## config.mk

```make
export PLATFORM = sky130hd
export DESIGN_NAME = multdiv_issue_ctrl
export DESIGN_NICKNAME = d
export VERILOG_FILES = /design/src/rtl/proc_pkg.sv /design/src/rtl/multdiv_issue_ctrl_counter.sv /design/src/rtl/multdiv_issue_ctrl.sv
export SDC_FILE = /design/constraint.sdc
export NUM_CORES = 1
export LEC_CHECK = 0
export ABC_AREA = 1
export CAP_MARGIN = 30
export CORE_UTILIZATION = 47
export CTS_CLUSTER_DIAMETER = 30
export DETAILED_ROUTE_END_ITERATION = 8
export GPL_TIMING_DRIVEN = 0
export PLACE_DENSITY = 0.95
export REMOVE_ABC_BUFFERS = 1
export SYNTH_ARGS = -nofsm -noshare
export SYNTH_HDL_FRONTEND = slang
export SYNTH_HIERARCHICAL = 1
export SYNTH_SLANG_ARGS = --single-unit
```

## constraint.sdc

```tcl
create_clock -name clock -period 2.55 [get_ports clock]
set_input_delay 0.51 -clock clock [delete_from_list [all_inputs] [get_ports clock]]
set_output_delay 0.51 -clock clock [all_outputs]
set_load 0.005 [all_outputs]
```

## src/rtl/proc_pkg.sv

```systemverilog
// Shared processor constants and types for the execute-stage multiply/divide sequencer.
package proc_pkg;

  localparam logic [4:0] OPC_RTYPE   = 5'b00000;
  localparam logic [4:0] ALU_MUL     = 5'b00110;
  localparam logic [4:0] ALU_DIV     = 5'b00111;
  localparam logic [4:0] RSTATUS_REG = 5'd30;

  localparam logic [31:0] EXC_MUL = 32'd4;
  localparam logic [31:0] EXC_DIV = 32'd5;

  typedef enum logic [1:0] {
    IDLE = 2'd0,
    BUSY = 2'd1,
    DONE = 2'd2
  } md_state_t;

  // Operation context captured at launch and held for the whole BUSY phase.
  typedef struct packed {
    logic        isDiv;
    logic [4:0]  rd;
    logic [31:0] opA;
    logic [31:0] opB;
  } md_ctx_t;

  function automatic logic isMdOp(input logic [4:0] opcode, input logic [4:0] aluOp);
    return (opcode == OPC_RTYPE) && ((aluOp == ALU_MUL) || (aluOp == ALU_DIV));
  endfunction

endpackage

```

## src/rtl/multdiv_issue_ctrl_counter.sv

```systemverilog
// Saturating BUSY-cycle counter; flags expiry one cycle before the timeout limit.
module md_timeout_counter #(
  parameter int TIMEOUT = 40,
  parameter int CW      = $clog2(TIMEOUT + 1)
) (
  input  logic          clock,
  input  logic          reset_n,
  input  logic          clear,
  input  logic          enable,
  output logic [CW-1:0] count,
  output logic          expired
);

  localparam logic [CW-1:0] COUNT_MAX  = CW'(TIMEOUT);
  localparam logic [CW-1:0] COUNT_LAST = CW'(TIMEOUT - 1);

  always_ff @(posedge clock) begin
    if (!reset_n) begin
      count <= '0;
    end else if (clear) begin
      count <= '0;
    end else if (enable && (count != COUNT_MAX)) begin
      count <= count + CW'(1);
    end
  end

  assign expired = (count == COUNT_LAST);

endmodule

```

## src/rtl/multdiv_issue_ctrl.sv

```systemverilog
// Execute-stage sequencer for the multi-cycle multiply/divide unit: launch, hold, stall,
// and emit exactly one writeback (result or exception code) per launched operation.
module multdiv_issue_ctrl
  import proc_pkg::*;
#(
  parameter int TIMEOUT = 40
) (
  input  logic        clock,
  input  logic        reset_n,
  input  logic [31:0] insn_x,
  input  logic [31:0] data_a,
  input  logic [31:0] data_b,
  input  logic        flush,
  input  logic        md_ready,
  input  logic        md_exception,
  input  logic [31:0] md_result,
  output logic        ctrl_mult,
  output logic        ctrl_div,
  output logic [31:0] md_operand_a,
  output logic [31:0] md_operand_b,
  output logic        stall,
  output logic        busy,
  output logic        wb_valid,
  output logic [4:0]  wb_rd,
  output logic [31:0] wb_data
);

  localparam int CW = $clog2(TIMEOUT + 1);

  md_state_t state;
  md_state_t stateNext;
  md_ctx_t   ctx;

  logic          insnIsMd;
  logic          insnIsDiv;
  logic          launch;
  logic          finish;
  logic          expired;
  logic [CW-1:0] mdCount;
  logic          unusedBits;

  assign insnIsMd  = isMdOp(insn_x[31:27], insn_x[6:2]);
  assign insnIsDiv = (insn_x[6:2] == ALU_DIV);
  assign launch    = (state == IDLE) && insnIsMd && !flush;
  assign finish    = (state == BUSY) && (stateNext == DONE);

  // Only opcode, rd and ALU op matter here; the counter value is observed through expired.
  assign unusedBits = ^{insn_x[21:7], insn_x[1:0], mdCount};

  md_timeout_counter #(
    .TIMEOUT (TIMEOUT),
    .CW      (CW)
  ) uTimeout (
    .clock   (clock),
    .reset_n (reset_n),
    .clear   (launch),
    .enable  (state == BUSY),
    .count   (mdCount),
    .expired (expired)
  );

  always_ff @(posedge clock) begin
    if (!reset_n) begin
      state <= IDLE;
    end else begin
      state <= stateNext;
    end
  end

  // Flush outranks both a returning result and the timeout.
  always_comb begin
    stateNext = state;
    unique case (state)
      IDLE: begin
        if (launch) stateNext = BUSY;
      end
      BUSY: begin
        if (flush)                     stateNext = IDLE;
        else if (md_ready || expired)  stateNext = DONE;
      end
      DONE:    stateNext = IDLE;
      default: stateNext = IDLE;
    endcase
  end

  always_comb begin
    ctrl_mult    = 1'b0;
    ctrl_div     = 1'b0;
    stall        = 1'b0;
    busy         = 1'b0;
    md_operand_a = ctx.opA;
    md_operand_b = ctx.opB;
    unique case (state)
      IDLE: begin
        md_operand_a = data_a;
        md_operand_b = data_b;
        stall        = launch;
        ctrl_mult    = launch && !insnIsDiv;
        ctrl_div     = launch && insnIsDiv;
      end
      BUSY: begin
        stall = 1'b1;
        busy  = 1'b1;
      end
      default: ;
    endcase
  end

  always_ff @(posedge clock) begin
    if (!reset_n) begin
      ctx      <= '0;
      wb_valid <= 1'b0;
      wb_rd    <= '0;
      wb_data  <= '0;
    end else begin
      wb_valid <= 1'b0;
      if (launch) begin
        ctx.isDiv <= insnIsDiv;
        ctx.rd    <= insn_x[26:22];
        ctx.opA   <= data_a;
        ctx.opB   <= data_b;
      end
      // A timeout arrives here without md_ready and is reported like a unit exception.
      if (finish) begin
        wb_valid <= 1'b1;
        if (md_ready && !md_exception) begin
          wb_rd   <= ctx.rd;
          wb_data <= md_result;
        end else begin
          wb_rd   <= RSTATUS_REG;
          wb_data <= ctx.isDiv ? EXC_DIV : EXC_MUL;
        end
      end
    end
  end

endmodule

```

---- Yosys cells after proc, flatten, opt, wreduce, memory -nomap -nowiden ----
Cells that the tools add are included.
operators by class
  $add $sub $neg .......................... 1
  eq/ne operators ......................... 6
  muxes and demuxes ....................... 14
  bitwise operators ....................... 1
  reductions and logical operators ........ 16
operators by type and width
  cell                                                  count
  2-to-1 mux 32 bit                                     3
  equality test 5 x 3 -> 1 bit (second input constant)  2
  logical AND 1 bit                                     8
  adder 6 x 1 -> 6 bit (second input constant)          1
  equality test 6 bit (second input constant)           1
  2-to-1 mux 2 bit                                      3
  inequality test 6 bit (second input constant)         1
  zero test 5 bit                                       1
  2-to-1 mux 1 bit                                      5
  2-to-1 mux 5 bit                                      1
  one-hot mux 2 bit (2 select lines)                    1
  zero test 1 bit                                       3
  equality test 2 x 1 -> 1 bit (second input constant)  1
  equality test 2 bit (second input constant)           1
  zero test 2 bit                                       1
  logical OR 1 bit                                      2
  one-hot mux 1 bit (2 select lines)                    1
  OR reduction 2 bit                                    1
  NOT 1 bit                                             1
storage, ports and cells
  register bits after elaboration ......... 116
  input bits .............................. 133
  output and inout port bits .............. 106

---- Depth between registers and ports, before layout ----
  depth after elaboration ................. 10
  depth in mapped cells ................... 9
  gate-level depth less buffers ........... 9

---- By module ----
Netlist, hierarchy kept.
by module, submodules not included
  module              times used  cells each  area each (µm²)  sequential area each (µm²)
  multdiv_issue_ctrl  1           950         5665.4           2202.1
  md_timeout_counter  1           50          336.6            120.1

---- Worst setup path before layout ----
No wires, ideal clock.
  kind .................................... input to output
  start point ............................. in insn_x[28]
  end point ............................... out stall
  arrival time ............................ 1.233 ns
  data required time ...................... 2.040 ns
  slack ................................... 0.807 ns
  cell stages on the path ................. 6
  cells stage by stage .................... nor2_1 -> and2_1 -> buf_2 -> nand3_2 -> buf_2 -> o21ai_0
between the ends
  cells in the longest elaborated chain, start to end .. 5
RTL lines
  element                             line                      source
  start: declaration                  multdiv_issue_ctrl.sv:10  input logic [31:0] insn_x,
  zero test 5 bit                     proc_pkg.sv:27            return (opcode == OPC_RTYPE) && ((aluOp == ALU_MUL) || (aluOp == ALU_DIV));
  logical AND 1 bit                   proc_pkg.sv:27
  logical AND 1 bit (2 in a row)      multdiv_issue_ctrl.sv:44  assign launch = (state == IDLE) && insnIsMd && !flush;
  one-hot mux 1 bit (2 select lines)  multdiv_issue_ctrl.sv:93  unique case (state)
  end: declaration                    multdiv_issue_ctrl.sv:21  output logic stall,
No other way between the ends.

---- Final worst setup path ----
  start point ............................. reg state[0]
  end point ............................... out stall
between the ends
  cells in the longest elaborated chain, start to end .. 4
  elaborated cells on any way between the ends .. 5
  classes of those cells .................. eq/ne: 1; mux: 1; reduce/logical: 3
RTL lines
  element                               line                                                source
  start: declaration                    multdiv_issue_ctrl.sv:30                            md_state_t state;
  start signal: assignment              multdiv_issue_ctrl.sv:66                            state <= stateNext;
  zero test 2 bit                       multdiv_issue_ctrl.sv:44, multdiv_issue_ctrl.sv:93
  logical AND 1 bit (2 in a row)        multdiv_issue_ctrl.sv:44
  one-hot mux 1 bit (2 select lines) *  multdiv_issue_ctrl.sv:93
Mark *: on every way between the ends. The rest lies on a longest branch, timed or not.

==> qor.csv <==
stage;metric;value;unit
outcome;status;completed;
routing;WL met3;1940;microns
setup_path;crit start category;flop;
clocking;Skew-Pair Late Insertion Delay;0.41;ns
synth;Synth cell types;22;
layout;Final Cell Area;0.00921;sq mm
clocking;CTS root buf;clkbuf_16;
setup_path;crit path max fanout;21;
floorplan;Top-Level Pins;239;
global_route;pin count of the biggest net entering global routing;95;
global_route;total track usage;30.4;%
setup_path;critical path class;flop to output pin;
sta;Worst-Margin Slew;0.986;ns
layout;FF/Latch Area;0.00233;sq mm
layout;Area growth syn-to-layout;53.4;%
sta;skew final;0.00729;ns
sta;Final Cycle Share;97.4;%
routing;Highest Signal Layer;met4;
synth;post-synthesis simple-gate area fraction;32.9;%
routing;met2 WL post-DR;10200;microns
setup_path;crit end category;output pin;
layout;share of layout cells above drive strength 1;5.76;%
placed_design;Detail Placement HPWL;11500;microns
synth;Synth Area in Adders;0.417;%
layout;most common cell after layout, fill and taps aside;nand2_1;
routing;Vias;6860;
layout;Multi-input gate area;0.00266;sq mm
clocking;clock buffer depth;2;
synth;register area share after synthesis;38.7;%
routing;Iter 0 DRT Violations;548;
global_route;first-pass GRT wire length;31100;microns
global_route;initial antenna violation count;0;
layout;Filler cells;806;
placed_design;Post-Place Cell Area;0.00832;sq mm
layout;antenna cells;0;
layout;most frequent cells in the layout;nand2_1, inv_1, clkdlybuf4s50_1;
clocking;hold_buf cts;0;
sta;Final Setup Violations;0;
routing;DRT Pass-1 Iters;7;
sta;fmax;0.403;GHz
global_route;global route total overflow;0;
power;P per Cell Area;509;mW/mm^2
placed_design;dpl cells;1338;
floorplan;overall die width;115;microns
setup_path;critical path arrival;1.97;ns
power;Final Power;4690;uW
routing;post-route ant nets;0;
clocking;H-Tree Depth;4;
layout;Util after Layout;75.4;%
routing;DRC Markers;0;
global_route;vias in the first global route;6637;
synth;Syn Area/Cell;6.00;sq um
placed_design;Placer Congestion;0.748;
floorplan;Site Rows;40;
clocking;cts bufs inserted;17;
sta;hold_ws;0.464;ns
sta;min Tclk post-route;2.48;ns
floorplan;Die H;115;microns
synth;largest family of logic cells by synthesized area;simple AND/OR/NAND/NOR gates;
layout;post-route insts no fill;1383;
clocking;CTS clk-pin slew, worst paths;0.05;ns
floorplan;Starting Density;49.1;%
placed_design;PortBufs;221;
worst_hold_path;Hold WC Path Type;flop to flop;
synth;xor/xnor share of the synthesized area;0;%
layout;Nets;1338;
synth;combined area of all synthesized cells;0.00600;sq mm
routing;Vias/cell;4.96;
synth;synth warn;6;
routing;DRT Wirelength;20200;microns
floorplan;die area;0.0132;sq mm
synth;synthesized flop and latch total;116;
clocking;clk sink count;116;
sta;RSZ-0062 raised after global routing;yes;
power;static leakage;0.00449;uW
floorplan;core area;0.0122;sq mm
sta;Max Slew Vio Count;0;
routing;post-DR wirelength/cell;14.6;microns
routing;met1 wire length;7620;microns
sta;Final Hold Vio Count;0;
power;maximum vdd ir drop;0.000393;V
setup_path;Required @ worst endpoint;2.04;ns
clocking;CTS tree;done;
synth;mux contribution to synthesized area;0;%
synth;post-synthesis compound-gate area fraction;9.26;%
synth;Post-Synthesis Cells;1000;
run;Max-Cap Viols;0;
sta;Worst slew margin;34.3;%
[per-stage QoR]
| stage | setup TNS (ns) | setup WS (ns) |
|---|---|---|
| floorplan | -456.47 | -4.74 |
| global placement | -935.60 | -8.56 |
| detailed placement | -62.53 | -1.68 |
| CTS | -0.00664 | -0.00500 |
| global route | -0.0243 | -0.0243 |
| finish | 0 | 0.0658 |
[kinds of logic (layout without fill, tap and decap cells)]
kind of cell | after synthesis | count (layout)
AO/OA/AOI/OAI | 111 | 111
adder cells (fa/ha/maj) | 2 | 2
AND/OR/NAND/NOR | 479 | 483
buffers and inverters | 292 | 503
flip-flops | 116 | 116
[registers in the layout, indices dropped and copies added, names as in the netlist]
register	flops
uTimeout/count	6
wb_valid	1
wb_data	32
wb_rd	5
ctx	70
state	2
[critical path, stage by stage, from the launching register on]
cell and delay (ns):
dfxtp_4 0.37, nor2_4 0.13, clkbuf_16 0.22, and2_4 0.21, buf_12 0.18, nand3_4 0.08, o21ai_0 0.10, clkdlybuf4s15_1 0.28
[layer usage]
metal / vias up / GRT usage [%]
met1: 3107 / 31.6
met3: 43 / 9.44
met4: 0 / 14.4
met2: 318 / 55.4
met5: - / 0
li1: 3392 / -
[Yosys cell counts]
library cell  count  area, sq um
nand2_2           1         6.26
a21oi_1          22          110
nand3_2           2         20.0
dfxtp_1         116         2320
o21ai_1           9         45.0
nand4_1           1         6.26
nand2_1         255          957
clkinv_1          2         7.51
nor2_1           98          368
nand3_1         110          551
or2_2             1         6.26
nand3b_1          1         7.51
ha_1              2         25.0
buf_2            15         75.1
buf_4             2         15.0
and2_1            1         6.26
o21ai_0          80          400
buf_1             2         7.51
clkbuf_1         38          143
nor2_2            3         18.8
nor3_1            6         30.0
inv_1           233          875
[repair_timing]
| item | in CTS | in global routing |
|---|---|---|
| resized for setup | 42 | 36 |
| setup endpoints to repair | 153 | 59 |
| pin swaps | 3 | 1 |
| buffers inserted | 5 | 1 |
| gates cloned | 8 | 0 |
[where the power goes]
group          switching [uW]  total, uW  internal, uW
combinational             220        514           295
clock                     819       2360          1540
sequential              0.431       1810          1810
total                    1040       4690          3650
[layout make-up]
type | instances | share of cell area, %
clock buffer | 20 | 4.85
multi-input combinational | 596 | 28.9
timing repair buffer | 237 | 27.7
clock inverter | 11 | 1.47
sequential | 116 | 25.3
inverter | 235 | 9.58
tap | 168 | 2.28
[worst paths after layout]
| path | slack [ns] | depth (start not counted) | end | start |
|---|---|---|---|---|
| setup / recovery | 0.07 | 7 | stall | state[0] |
| hold / removal | 0.46 | 2 | wb_data[14] | wb_data[14] |
| setup reg to reg | 0.13 | 8 | ctx[59] | state[0] |
| hold reg to reg | 0.46 | 2 | wb_data[14] | wb_data[14] |
Power figures use the tool's default switching activity.
